File: src/rtl/instruction_loader.sv
// Assembles big-endian instruction words from a byte stream and writes them to instruction memory.
// Optional trailing XOR checksum after HALT is enabled by defining LOADER_CHECKSUM_EN.
module instruction_loader #(
  parameter int INST_SZ = 32,
  parameter int BYTE_SZ = 8,
  parameter int ADDR_SZ = 8
) (
  input  logic               i_clk,
  input  logic               i_reset,
  input  logic [BYTE_SZ-1:0] i_rx_data,
  input  logic               i_rx_valid,
  input  logic               i_clear,
  output logic               o_ready,
  output logic               o_write,
  output logic [INST_SZ-1:0] o_instruction,
  output logic [ADDR_SZ-1:0] o_addr,
  output logic [ADDR_SZ:0]   o_word_count,
  output logic               o_done,
  output logic               o_error
);

  localparam int NBYTES = INST_SZ / BYTE_SZ;
  localparam int CNT_W  = $clog2(NBYTES + 1);
  localparam logic [CNT_W-1:0]   LAST_BYTE = CNT_W'(NBYTES - 1);
  localparam logic [ADDR_SZ-1:0] ADDR_MAX  = '1;

  typedef enum logic [2:0] {
    S_RECV,
    S_WRITE,
`ifdef LOADER_CHECKSUM_EN
    S_CHECK,
`endif
    S_DONE,
    S_ERROR
  } state_t;

  state_t r_state;
  state_t w_next;

  logic [INST_SZ-1:0] r_buf;
  logic [INST_SZ-1:0] r_instr;
  logic [CNT_W-1:0]   r_cnt;
  logic [ADDR_SZ-1:0] r_addr;
  logic [ADDR_SZ:0]   r_word_count;
  logic [INST_SZ-1:0] w_shift;
  logic               w_accept;
  logic               w_last;
  logic               w_halt;

`ifdef LOADER_CHECKSUM_EN
  logic [BYTE_SZ-1:0] r_csum;
  assign o_ready = (r_state == S_RECV) || (r_state == S_CHECK);
`else
  assign o_ready = (r_state == S_RECV);
`endif

  // i_clear wins over a byte arriving in the same cycle
  assign w_accept = o_ready && i_rx_valid && !i_clear;
  assign w_last   = (r_state == S_RECV) && w_accept && (r_cnt == LAST_BYTE);
  assign w_shift  = (r_buf << BYTE_SZ) | INST_SZ'(i_rx_data);
  assign w_halt   = &r_instr;

  always_ff @(posedge i_clk or negedge i_reset) begin
    if (!i_reset) begin
      r_state <= S_RECV;
    end else begin
      r_state <= w_next;
    end
  end

  always_comb begin
    w_next = r_state;
    if (i_clear) begin
      w_next = S_RECV;
    end else begin
      case (r_state)
        S_RECV: begin
          if (w_last) w_next = S_WRITE;
        end
        S_WRITE: begin
          if (w_halt) begin
`ifdef LOADER_CHECKSUM_EN
            w_next = S_CHECK;
`else
            w_next = S_DONE;
`endif
          end else if (r_addr == ADDR_MAX) begin
            w_next = S_ERROR;
          end else begin
            w_next = S_RECV;
          end
        end
`ifdef LOADER_CHECKSUM_EN
        S_CHECK: begin
          if (w_accept) w_next = (i_rx_data == r_csum) ? S_DONE : S_ERROR;
        end
`endif
        S_DONE:  w_next = S_DONE;
        S_ERROR: w_next = S_ERROR;
        default: w_next = S_RECV;
      endcase
    end
  end

  always_ff @(posedge i_clk or negedge i_reset) begin
    if (!i_reset) begin
      r_buf        <= '0;
      r_instr      <= '0;
      r_cnt        <= '0;
      r_addr       <= '0;
      r_word_count <= '0;
`ifdef LOADER_CHECKSUM_EN
      r_csum       <= '0;
`endif
    end else if (i_clear) begin
      r_buf        <= '0;
      r_cnt        <= '0;
      r_addr       <= '0;
      r_word_count <= '0;
`ifdef LOADER_CHECKSUM_EN
      r_csum       <= '0;
`endif
    end else begin
      if ((r_state == S_RECV) && w_accept) begin
`ifdef LOADER_CHECKSUM_EN
        r_csum <= r_csum ^ i_rx_data;
`endif
        if (w_last) begin
          r_instr <= w_shift;
          r_buf   <= '0;
          r_cnt   <= '0;
        end else begin
          r_buf   <= w_shift;
          r_cnt   <= r_cnt + CNT_W'(1);
        end
      end
      // address saturates at the top so an overflow reports the failing slot
      if (r_state == S_WRITE) begin
        r_word_count <= r_word_count + (ADDR_SZ + 1)'(1);
        if (r_addr != ADDR_MAX) r_addr <= r_addr + ADDR_SZ'(1);
      end
    end
  end

  assign o_write       = (r_state == S_WRITE);
  assign o_instruction = r_instr;
  assign o_addr        = r_addr;
  assign o_word_count  = r_word_count;
  assign o_done        = (r_state == S_DONE);
  assign o_error       = (r_state == S_ERROR);

endmodule

File: config.mk
export PLATFORM = sky130hd
export DESIGN_NAME = instruction_loader
export DESIGN_NICKNAME = d
export VERILOG_FILES = /design/src/rtl/instruction_loader.sv
export SDC_FILE = /design/constraint.sdc
export NUM_CORES = 1
export LEC_CHECK = 0
export ABC_AREA = 1
export CAP_MARGIN = 10
export CORE_MARGIN = 2
export CORE_UTILIZATION = 50
export CTS_BUF_LIST = sky130_fd_sc_hd__clkbuf_4
export DETAILED_ROUTE_END_ITERATION = 6
export PLACE_DENSITY = 0.77
export SETUP_SLACK_MARGIN = 0.15
export SLEW_MARGIN = 20
export SYNTH_ARGS = -nofsm -noshare
export SYNTH_HDL_FRONTEND = slang
export SYNTH_SLANG_ARGS = --single-unit
export TNS_END_PERCENT = 50
File: constraint.sdc
create_clock -name i_clk -period 3 [get_ports i_clk]
set_input_delay 0.3 -clock i_clk [delete_from_list [all_inputs] [get_ports i_clk]]
set_output_delay 0.3 -clock i_clk [all_outputs]
set_load 0.03 [all_outputs]
==> flow_summary.json, run 1 <==
{
  "status": "complete, no violations",
  "drc": 0,
  "fin_tns_setup_ns": 0,
  "cpPeakStageDelay_ns": 0.72,
  "worst_hold_path_type": "in -> async",
  "overflow": 0,
  "maxCapViolations": 0,
  "yosysMostFrequentCell": "nand2_1",
  "reg2reg_depth": 7,
  "synthFlopType": "dfrtp_1",
  "crit_slowest_cell": "clkdlybuf4s50_1",
  "cp_cell_sequence": "inv_1, nor2_2, clkdlybuf4s50_1",
  "netlist_area_mm2": 0.00346,
  "hold_viol": 0,
  "start_util": 0.513,
  "numCtsBuffers": 9,
  "worst-path-buf-inv": 2,
  "critical_path_class": "reg -> out",
  "yosysTopAreaCell": "dfrtp_1",
  "leakage_nw": 2.27,
  "timing.rr.start": "r_state[0]",
  "multi_input_area_mm2": 0.00131,
  "worst_r2r_endpoint": "o_instruction[26]",
  "place.port_buffers": 64,
  "tritoncts": "done",
  "wl_mm": 7.84,
  "worstPathArrival_ns": 1.91,
  "end_kind": "output port",
  "synth.area.top_cells": "dfrtp_1 56%, nand2_1 22%, nand3_1 4.9%",
  "first_iter_violations": 249,
  "grt_pass1_wl_mm": 13.1,
  "required_ns": 2.70,
  "worstSkewPairLatency_ns": 0.42,
  "clk_path_buf_depth": 2,
  "ctsHoldBuffers": 0,
  "placed_cells": 558,
  "cp-start-kind": "flip-flop",
  "nets": 504,
  "hold_ws_ns": 0.0129,
  "finalCriticalPeriod_ns": 2.21,
  "crit_family": "buffers and inverters",
  "pre_cts_ws_ns": 0.852,
  "worst_pin_slew_ns": 0.946,
  "timing.slew.headroom": 0.369,
  "antenna_found_initial": 0,
  "avgRoutedWirePerCell_um": 13.7,
  "h-tree-depth": 3,
  "fp.dieArea_mm2": 0.00761,
  "syn_avg_cell_area_um2": 8.13,
  "fp-row-count": 30,
  "syn_to_final_growth_pct": 25.2,
  "vdd_drop_max_uv": 357,
  "synth_edf_count": 0,
  "die_w_um": 87.2,
  "worstSetupStartpoint": "r_state[0]",
  "synth_seq_cells": 78,
  "ys_warn_count": 0,
  "synth_top_area_frac": 0.563,
  "fin_util": 0.642,
  "cp_max_fo": 5,
  "finClkSkew_ns": 0.0163,
  "dieHeight_um": 87.2,
  "cts_setup_buffers": 0,
  "gp_congestion": 0.768,
  "clockRootBuffer": "clkbuf_4",
  "antenna_cells": 0,
  "grt_max_degree": 79,
  "final_cell_count_no_fill": 573,
  "postSynth.asyncResetShare": 1.00,
  "dr.pass1.iters": 4,
  "slew_violations": 0,
  "max_freq_ghz": 0.453,
  "setup_viol": 0,
  "core_area_mm2": 0.00676,
  "cts.sinks": 78,
  "regArea_mm2": 0.00195,
  "dp_hpwl_mm": 5.29,
  "clkTransAtPathRegs_ns": 0.13,
  "antenna_left": 0,
  "cts_resized": 0,
  "netlist_instances": 426,
  "endpoint": "o_write",
  "power_density_mw_per_mm2": 518,
  "grt_usage": 0.224,
  "cp.depth": 3,
  "yosys-top-cells-count": "205 x nand2_1, 78 x dfrtp_1, 34 x nand3_1",
  "r2r_setup_slack_ns": 1.12,
  "vias_per_cell": 5.12,
  "ys_seq_area_frac": 0.563,
  "num_vias": 2934,
  "syn_nets": 441,
  "io_pins": 65,
  "nFillCells": 555,
  "first_global_vias": 2752,
  "finalCritPeriodShare": 0.736,
  "rsz0062_at_grt": "no",
  "synth_cell_type_count": 24,
  "final_layout_size_suffix_gt1_frac": 0.0548,
  "fin_ws_ns": 0.792
}
-- state kept, by name (all words and copies together), names as in the netlist --
name	count
o_addr	8
r_cnt	3
o_instruction	32
r_state	2
o_word_count	9
r_buf	24
-- worst min-delay path by stage --
stage          slack, ns  cells after the start      start                end
2_1_floorplan      0.004                      0    i_reset          o_addr[0]
3_3_place_gp        0.46                      2  r_buf[19]  o_instruction[27]
3_5_place_dp        0.46                      2  r_buf[21]  o_instruction[29]
4_1_cts             0.05                      1    i_reset   o_instruction[7]
5_1_grt             0.07                      1    i_reset   o_instruction[7]
6_report            0.01                      1    i_reset           r_buf[4]
-- cells by family after synthesis --
family / count (synthesis) / synth area share
adder cells (fa/ha/maj): 3 / 0.0108
buffers and inverters: 44 / 0.0578
flip-flops: 78 / 0.563
XOR/XNOR: 2 / 0.00506
AO/OA/AOI/OAI: 19 / 0.0285
AND/OR/NAND/NOR: 280 / 0.334
-- area by class of cell --
type,count,share of cell area
Clock buffer,11,0.0190
Clock inverter,4,0.0277
Inverter,29,0.0251
Multi-Input combinational cell,304,0.303
Sequential cell,78,0.450
Tap cell,80,0.0231
Timing Repair Buffer,67,0.152
-- metrics by stage --
stage | power [mW] | instance area, um^2
after floorplan | 1.27 | 3460
after global placement | 1.39 | 4130
after detailed placement | 1.39 | 4130
after CTS | 2.25 | 4340
after global routing | 2.33 | 4340
final | 2.24 | 4340
-- layout by cell type, fill, tap and decap left out --
cell | synthesis | final
a21oi_1 | 7 | 7
a22o_1 | 1 | 1
buf_4 | 0 | 4
bufinv_16 | 0 | 4
clkbuf_4 | 0 | 11
clkdlybuf4s50_1 | 0 | 63
clkinv_1 | 1 | 1
dfrtp_1 | 78 | 78
ha_1 | 3 | 3
inv_1 | 26 | 26
inv_2 | 2 | 2
nand2_1 | 205 | 205
nand2_2 | 1 | 1
nand3_1 | 34 | 34
nand3b_1 | 1 | 1
nand3b_4 | 1 | 1
nand4_1 | 8 | 8
nor2_1 | 24 | 24
nor2_2 | 1 | 1
nor2_4 | 2 | 2
nor3_1 | 2 | 2
o21ai_0 | 10 | 10
o21ai_1 | 1 | 1
or2_2 | 1 | 1
xor2_1 | 2 | 2
-- layer usage --
layer,vias to the layer above,share of wire,global-route usage
li1,1460,-,-
met5,-,0,0
met2,87,0.47,0.333
met1,1373,0.46,0.318
met3,14,0.049,0.0597
met4,0,0.017,0.0783
-- power by group --
group | internal, mW | leakage [nW] | total, mW | switching [mW]
Clock | 0.521 | 0.107 | 0.874 | 0.353
Combinational | 0.0880 | 1.09 | 0.234 | 0.146
Sequential | 1.09 | 1.08 | 1.14 | 0.0424
Total | 1.70 | 2.27 | 2.24 | 0.541
Note: power is estimated with default switching activity, not from simulation.
==> run 2, diff against run 1 <==
==> constraint.sdc (replaced) <==
create_clock -name i_clk -period 2.3 [get_ports i_clk]
set_input_delay 0.23 -clock i_clk [delete_from_list [all_inputs] [get_ports i_clk]]
set_output_delay 0.23 -clock i_clk [all_outputs]
set_load 0.03 [all_outputs]
==> run 2 against run 1 <==
Net effect: sequential share of layout area is 0.091 points lower; critical path depth stayed put; largest cell class unchanged; register-to-register slack worse by 0.59 ns; die area stayed put.
==> flow_summary.json, run 2 (synthesized netlist as in run 1, its figures left out) <==
{
  "fp.dieArea_mm2": 0.00761,
  "intPower_mw": 2.09,
  "endpoint": "o_done",
  "dp_hpwl_mm": 5.31,
  "worst_r2r_endpoint": "o_instruction[7]",
  "core_area_mm2": 0.00676,
  "cp_max_fo": 4,
  "max_freq_ghz": 0.494,
  "first_global_vias": 2815,
  "clkTransAtPathRegs_ns": 0.12,
  "r2r_setup_slack_ns": 0.53,
  "power_density_mw_per_mm2": 646,
  "numCtsBuffers": 9,
  "finClkSkew_ns": 0.0212,
  "fin_ws_ns": 0.275,
  "switching_share": 0.255,
  "tritoncts": "done",
  "drc": 0,
  "grt_pass1_wl_mm": 13.2,
  "avgRoutedWirePerCell_um": 13.4,
  "cts_setup_buffers": 0,
  "timing.slew.headroom": 0.634,
  "vias_per_cell": 5.13,
  "antenna_cells": 0,
  "worstSkewPairLatency_ns": 0.41,
  "critical_path_class": "reg -> out",
  "clockRootBuffer": "clkbuf_4",
  "final_cell_mix": "205 x nand2_1, 78 x dfrtp_1, 62 x clkdlybuf4s50_1",
  "fin_util": 0.643,
  "worstSetupStartpoint": "r_state[1]",
  "final_layout_size_suffix_gt1_frac": 0.0566,
  "grt_usage": 0.221,
  "p_seq_frac": 0.528,
  "finalCritPeriodShare": 0.880,
  "wl_mm": 7.70,
  "antenna_found_initial": 0,
  "fp-row-count": 30,
  "place.port_buffers": 64,
  "cts.sinks": 78,
  "cp-start-kind": "flip-flop",
  "setup_viol": 0,
  "maxCapViolations": 0,
  "first_iter_violations": 233,
  "vdd_drop_max_uv": 359,
  "clk_path_buf_depth": 2,
  "io_pins": 65,
  "antenna_left": 0,
  "hold_viol": 0,
  "overflow": 0,
  "grt_max_degree": 43,
  "nFillCells": 548,
  "num_vias": 2950,
  "leakage_nw": 2.29,
  "layout_commonest_cell": "nand2_1",
  "reg2reg_depth": 7,
  "rsz0062_at_grt": "no",
  "dieHeight_um": 87.2,
  "dr.pass1.iters": 4,
  "worst_hold_path_type": "in -> async",
  "timing.rr.start": "r_state[0]",
  "hold_ws_ns": 0.342,
  "h-tree-depth": 3,
  "end_kind": "output port",
  "gp_congestion": 0.831,
  "fin_tns_setup_ns": 0,
  "largest_reg_flops": 32,
  "nets": 506,
  "worstPathArrival_ns": 1.79,
  "power_frac_comb": 0.111,
  "power_frac_clock": 0.361,
  "die_w_um": 87.2,
  "required_ns": 2.07,
  "worst_pin_slew_ns": 0.549,
  "status": "complete, no violations",
  "start_util": 0.513,
  "finalCriticalPeriod_ns": 2.02,
  "slew_violations": 0,
  "syn_to_final_growth_pct": 25.4,
  "pre_cts_ws_ns": 0.329,
  "p_sw_uw": 717
}
[run 2: changes by cell type in the layout (fill, tap and decap cells not counted), sizes merged]
cell,before,now
clkinv,1,3
dlygate4sd3,0,1
clkinvlp,0,1
clkdlybuf4s50,63,62
bufinv,4,3
dlymetal6s2s,0,1
clkbuf,11,9
buf,4,5
[run 2: power by group through the flow]
stage	Sequential (mW)	Clock (mW)	Combinational, mW
global placement	1.51	0	0.307
finish	1.48	1.01	0.311
detailed placement	1.51	0	0.312
floorplan	1.57	0	0.0831
global route	1.49	1.10	0.341
CTS	1.48	1.03	0.315
[run 2: final cells by class]
type | instances | area (um^2) | area share
clock buffer | 9 | 67.6 | 0.0155
clock inverter | 6 | 111 | 0.0256
inverter | 29 | 109 | 0.0251
multi-input combinational | 304 | 1310 | 0.302
sequential | 78 | 1950 | 0.449
tap | 80 | 100 | 0.0230
timing repair buffer | 69 | 693 | 0.160
[run 2: worst max-delay path, stage by stage (launching register included)]
cell	delay (ns)
dfrtp_1	0.46
inv_1	0.09
nor2_1	0.14
clkdlybuf4s50_1	0.69
[run 2: how the worst min path moves through the flow]
stage | start | endpoint | depth (start not counted)
floorplan | i_reset | o_addr[0] | 0
global placement | i_reset | o_instruction[12] | 1
detailed placement | i_reset | o_instruction[12] | 1
CTS | i_reset | o_instruction[9] | 2
global route | i_reset | o_instruction[9] | 2
finish | i_reset | o_instruction[12] | 2
[run 2: through the flow]
| stage | instance area [um^2] | cells | total power, mW |
|---|---|---|---|
| 5_1_grt | 4350 | 575 | 2.92 |
| 4_1_cts | 4340 | 575 | 2.83 |
| 3_3_place_gp | 4150 | 559 | 1.81 |
| 6_report | 4350 | 575 | 2.81 |
| 2_1_floorplan | 3460 | 426 | 1.65 |
| 3_5_place_dp | 4150 | 559 | 1.82 |
[run 2: timing repair]
action	CTS	global route
resized for setup	0	1
setup endpoints to repair	0	1
endpoints found under the hold margin	41	0
hold buffers	1	0
[run 2: routing by layer]
| metal | GRT usage | routed length, um | up-vias | share of wire |
|---|---|---|---|---|
| li1 | - | - | 1462 | - |
| met1 | 0.321 | 3530 | 1389 | 0.46 |
| met2 | 0.320 | 3590 | 79 | 0.47 |
| met3 | 0.0445 | 375 | 20 | 0.049 |
| met4 | 0.101 | 208 | 0 | 0.027 |
| met5 | 0 | 0 | - | 0 |
==> run 3, diff against run 2 <==
--- a/config.mk
+++ b/config.mk
@@ -11,6 +11,7 @@
 export CORE_UTILIZATION = 50
 export CTS_BUF_LIST = sky130_fd_sc_hd__clkbuf_4
 export DETAILED_ROUTE_END_ITERATION = 6
+export GPL_ROUTABILITY_DRIVEN = 0
 export PLACE_DENSITY = 0.77
 export SETUP_SLACK_MARGIN = 0.15
 export SLEW_MARGIN = 20
==> results of run 3 <==
No change in the layout: final DEF, timing and power equal those of run 2.
